[config.mk]
export PLATFORM = sky130hd
export DESIGN_NAME = alu_share_arbiter
export DESIGN_NICKNAME = d
export VERILOG_FILES = /design/src/rtl/alu_share_arbiter.sv
export SDC_FILE = /design/constraint.sdc
export NUM_CORES = 1
export LEC_CHECK = 0
export ABC_AREA = 1
export ABC_CLOCK_PERIOD_IN_PS = 1100
export CAP_MARGIN = 30
export CORE_ASPECT_RATIO = 1.25
export CORE_MARGIN = 2
export CORE_UTILIZATION = 35
export CTS_CLUSTER_DIAMETER = 80
export DETAILED_ROUTE_END_ITERATION = 7
export PLACE_DENSITY_LB_ADDON = 0.08
export REMOVE_ABC_BUFFERS = 1
export SYNTH_ARGS = -nofsm -noshare
export SYNTH_HDL_FRONTEND = slang
export SYNTH_SLANG_ARGS = --single-unit
[constraint.sdc]
create_clock -name clk -period 1.1 [get_ports clk]
set_input_delay 0.165 -clock clk [delete_from_list [all_inputs] [get_ports clk]]
set_output_delay 0.165 -clock clk [all_outputs]
set_load 0.01 [all_outputs]
[src/rtl/alu_share_arbiter.sv]
// Round-robin arbiter sharing one ALU between the execute stage (port 0) and the
// address/branch-target unit (port 1); one operation in flight, tagged response.
module alu_share_arbiter #(
  parameter int unsigned WIDTH = 16
) (
  input  logic             clk,
  input  logic             rst_n,
  input  logic [1:0]       req_valid,
  output logic [1:0]       req_ready,
  input  logic [4:0]       req0_op,
  input  logic [1:0]       req0_funct,
  input  logic [WIDTH-1:0] req0_a,
  input  logic [WIDTH-1:0] req0_b,
  input  logic [4:0]       req1_op,
  input  logic [1:0]       req1_funct,
  input  logic [WIDTH-1:0] req1_a,
  input  logic [WIDTH-1:0] req1_b,
  output logic [4:0]       alu_op,
  output logic [1:0]       alu_funct,
  output logic [WIDTH-1:0] alu_a,
  output logic [WIDTH-1:0] alu_b,
  input  logic [WIDTH-1:0] alu_result,
  output logic             resp_valid,
  output logic             resp_id,
  output logic [WIDTH-1:0] resp_data,
  input  logic             resp_ready,
  output logic             busy
);

  typedef enum logic [1:0] {StIdle, StExec, StResp} state_e;

  state_e           state_q, state_d;
  logic             rr_ptr_q;
  logic             grant_id_q;
  logic [4:0]       alu_op_q;
  logic [1:0]       alu_funct_q;
  logic [WIDTH-1:0] alu_a_q, alu_b_q;
  logic             resp_valid_q;
  logic             resp_id_q;
  logic [WIDTH-1:0] resp_data_q;

  logic grant_ok;
  logic gnt;
  logic accept;

  always_comb begin
    // A new grant is allowed when idle, or when the pending response retires this cycle.
    grant_ok  = (state_q == StIdle) || ((state_q == StResp) && resp_ready);
    gnt       = (&req_valid) ? rr_ptr_q : req_valid[1];
    req_ready = 2'b00;
    if (rst_n && grant_ok && (|req_valid)) begin
      req_ready[gnt] = 1'b1;
    end
    accept = |(req_valid & req_ready);
  end

  always_comb begin
    state_d = state_q;
    unique case (state_q)
      StIdle: if (accept) state_d = StExec;
      StExec: state_d = StResp;
      StResp: if (resp_ready) state_d = accept ? StExec : StIdle;
      default: state_d = StIdle;
    endcase
  end

  always_ff @(posedge clk or negedge rst_n) begin
    if (!rst_n) begin
      state_q      <= StIdle;
      rr_ptr_q     <= 1'b0;
      grant_id_q   <= 1'b0;
      alu_op_q     <= 5'b00000;
      alu_funct_q  <= 2'b00;
      alu_a_q      <= '0;
      alu_b_q      <= '0;
      resp_valid_q <= 1'b0;
      resp_id_q    <= 1'b0;
      resp_data_q  <= '0;
    end else begin
      state_q <= state_d;
      if (accept) begin
        alu_op_q    <= gnt ? req1_op    : req0_op;
        alu_funct_q <= gnt ? req1_funct : req0_funct;
        alu_a_q     <= gnt ? req1_a     : req0_a;
        alu_b_q     <= gnt ? req1_b     : req0_b;
        grant_id_q  <= gnt;
        rr_ptr_q    <= ~gnt;
      end
      if (state_q == StExec) begin
        resp_data_q  <= alu_result;
        resp_id_q    <= grant_id_q;
        resp_valid_q <= 1'b1;
      end else if ((state_q == StResp) && resp_ready) begin
        // Drop valid on every handshake so a back-to-back EXEC never re-presents old data.
        resp_valid_q <= 1'b0;
      end
    end
  end

  assign alu_op     = alu_op_q;
  assign alu_funct  = alu_funct_q;
  assign alu_a      = alu_a_q;
  assign alu_b      = alu_b_q;
  assign resp_valid = resp_valid_q;
  assign resp_id    = resp_id_q;
  assign resp_data  = resp_data_q;
  assign busy       = (state_q != StIdle);

endmodule

==> flow_summary.ini <==
[outcome]
outcome = finished with violations
violations = setup timing

[synthesis]
synth_warnings = 0
synth_area_sq_mm = 0.002959
avgSynthCellArea_sq_um = 7.435
yosysSeqAreaShare = 0.5159
yosysUniqueCellTypes = 14
synth_seq_cells = 61
postSynthCellCount = 398

[clocking]
cts_buffer_depth = 2
cts_tree = yes
cts-buffers-inserted = 9
cts_hold_buf = 0
clkTransAtPathRegs_ns = 0.06
htree_levels = 3
cts_root_buffer = clkbuf_8
cts_sinks = 61
clock_latency_ns = 0.33

[drt]
wirelength_um = 9919
dr.pass1.iters = 4
ant_nets = 0
drt_iter0_drc = 123
vias = 3253
routed_via_density = 4.735
wl_per_cell_um = 14.44
drc = 0

[die]
floorplan.die_area_sq_mm = 0.009210
core_area_sq_mm = 0.008240
die_w_um = 86.24
dieHeight_um = 106.8
start_util = 0.3591
fp-row-count = 37
pin_count = 159

[power_and_ir_drop]
p_comb_frac = 0.424
swShare = 0.3591
leakagePower_nw = 2.873
power_frac_seq = 0.386
irDropWorstVdd_uv = 656.2
power_w = 0.008921
switchingPower_w = 0.003204
p_int_w = 0.005718
power_density_mw_per_mm2 = 1629
pwr-share-clk = 0.190

[sta]
setup-violations-final = 64
rsz0062_at_grt = true
tns_ns = -12.57
setup_ws_ns = -0.3074
min_period_ns = 1.407
fin_skew_ns = 0.005806
worstMarginPinSlew_ns = 0.7678
fmax_mhz = 710.5
post-route-period-util = 1.279
finalHoldViolCount = 0
max_slew_margin = 0.4882
drv_slew = 0

[setup_path]
critPathKind = flop to output pin
arrival_ns = 1.24
critPathCaptureType = output pin
critPathLaunchType = flop
slowest_stage = dfrtp_1
cp_cell_sequence = inv_2, o21ai_2, nor2_4, nand2_2, inv_2, buf_6
max_stage_delay_ns = 0.39
crit_top_cell = inv_2
cp.required_ns = 0.94
worst-path-max-fanout = 4

[layout]
syn_to_final_growth_pct = 85.07
nNetsFinal = 685
multi_input_area_sq_mm = 0.001680
drive_above_1_share = 0.3718
seq_area_sq_mm = 0.001526
fin_util = 0.6646
nFillCells = 731
final_cell_count_no_fill = 687

[global_routing]
grt_max_degree = 62
grt_pass1_vias = 3111
grt_first_pass_wirelength_um = 14930
overflow = 0
grt_antenna_before_repair = 1
grt_use_total = 0.2083

[place]
gp_congestion = 0.7570
dp.cells = 645
io_buffers = 158
dp.final_hpwl_um = 5880
pre_cts_ws_ns = -0.7726

[run]
max_cap_viol_count = 0

[min_path]
hold_path_class = primary input to async pin
[critical path, delay by kind of cell, from the launching register on]
kind	cells	cell delay (ns)
flip-flops	1	0.39
buffers and inverters	3	0.24
AND/OR/NAND/NOR	2	0.22
AO/OA/AOI/OAI	1	0.07
[synth_stat cells (all sizes together)]
master | instances | area share
nand2 | 242 | 0.31
dfrtp | 61 | 0.52
nand3 | 56 | 0.095
buf | 22 | 0.053
inv | 8 | 0.010
o21ai | 4 | 0.0080
clkbuf | 3 | 0.0038
a21oi | 1 | 0.0017
nor2 | 1 | 0.0038
[kinds of logic after synthesis]
group / count (synthesis) / share of synthesized area
compound gates: 5 / 0.009723
flops: 61 / 0.5159
simple gates: 299 / 0.4072
buf+inv: 33 / 0.06723
[sequential cells by signal, summed over array words and instances (netlist names)]
| signal | cells |
|---|---|
| alu_a | 16 |
| alu_op | 5 |
| alu_b | 16 |
| resp_valid | 1 |
| resp_id | 1 |
| grant_id_q | 1 |
| state_q | 2 |
| resp_data | 16 |
| alu_funct | 2 |
| rr_ptr_q | 1 |
[cells in the final DEF, fill, tap and decap left out, types with 3 or more instances in the layout]
master / instances
nand2_1: 157
clkdlybuf4s50_1: 96
dfrtp_1: 61
buf_2: 57
nand2_2: 49
nand3_1: 49
nand2_4: 35
buf_4: 16
buf_12: 12
clkbuf_8: 11
buf_6: 10
nand3_2: 7
inv_2: 5
buf_16: 5
buf_8: 4
inv_1: 3
[stage by stage]
step | hold WS (ns) | area [sq um]
finish | 0.05188 | 5477
global route | 0.1147 | 5477
CTS | 0.08702 | 5014
detailed placement | 0.4433 | 4641
global placement | 0.4516 | 4641
floorplan | -0.1306 | 2790
[power groups by stage]
stage          logic (W)  clock network [W]  registers, W
6_report         0.00378            0.00170       0.00344
5_1_grt          0.00412            0.00186       0.00352
4_1_cts          0.00330            0.00174       0.00321
3_5_place_dp     0.00335                  0       0.00325
3_3_place_gp     0.00333                  0       0.00324
2_1_floorplan   0.000928                  0       0.00356
[area by class of cell]
type,instances,area share
Sequential cell,61,0.2787
Clock inverter,2,0.001828
Antenna cell,1,0.0004569
Timing Repair Buffer,202,0.3562
Tap cell,97,0.02216
Multi-Input combinational cell,304,0.3068
Inverter,8,0.005483
Clock buffer,12,0.02833
[repair_timing]
| item | 4_1_cts | 5_1_grt |
|---|---|---|
| buffers inserted | 16 | 5 |
| gates resized for setup | 288 | 128 |
| pin swaps | 3 | 40 |
| cloned | 7 | 1 |
| endpoints found under the setup margin | 120 | 65 |
[final timing paths]
path                                      startpoint                   endpoint  slack, ns  cells after the start
setup reg to reg              state_q[0]$_DFFE_PN0P_      alu_b[10]$_DFFE_PN0P_      -0.28                      8
min in group clk                               rst_n       rr_ptr_q$_DFFE_PN0P_       0.36                      6
hold / removal                                 rst_n      alu_op[2]$_DFFE_PN0P_       0.05                      2
max in group asynchronous                      rst_n   alu_funct[0]$_DFFE_PN0P_       0.54                      2
setup / recovery              state_q[1]$_DFFE_PN0P_               req_ready[1]      -0.31                      6
hold reg to reg            resp_data[13]$_DFFE_PN0P_  resp_data[13]$_DFFE_PN0P_       0.47                      2
[per-layer routing]
metal | global-route usage | wire, um
met3 | 0.05543 | 661
met2 | 0.3671 | 5293
met1 | 0.2474 | 3835
met5 | 0 | 0
met4 | 0.06027 | 128
Note: power is estimated with default switching activity, not from simulation.
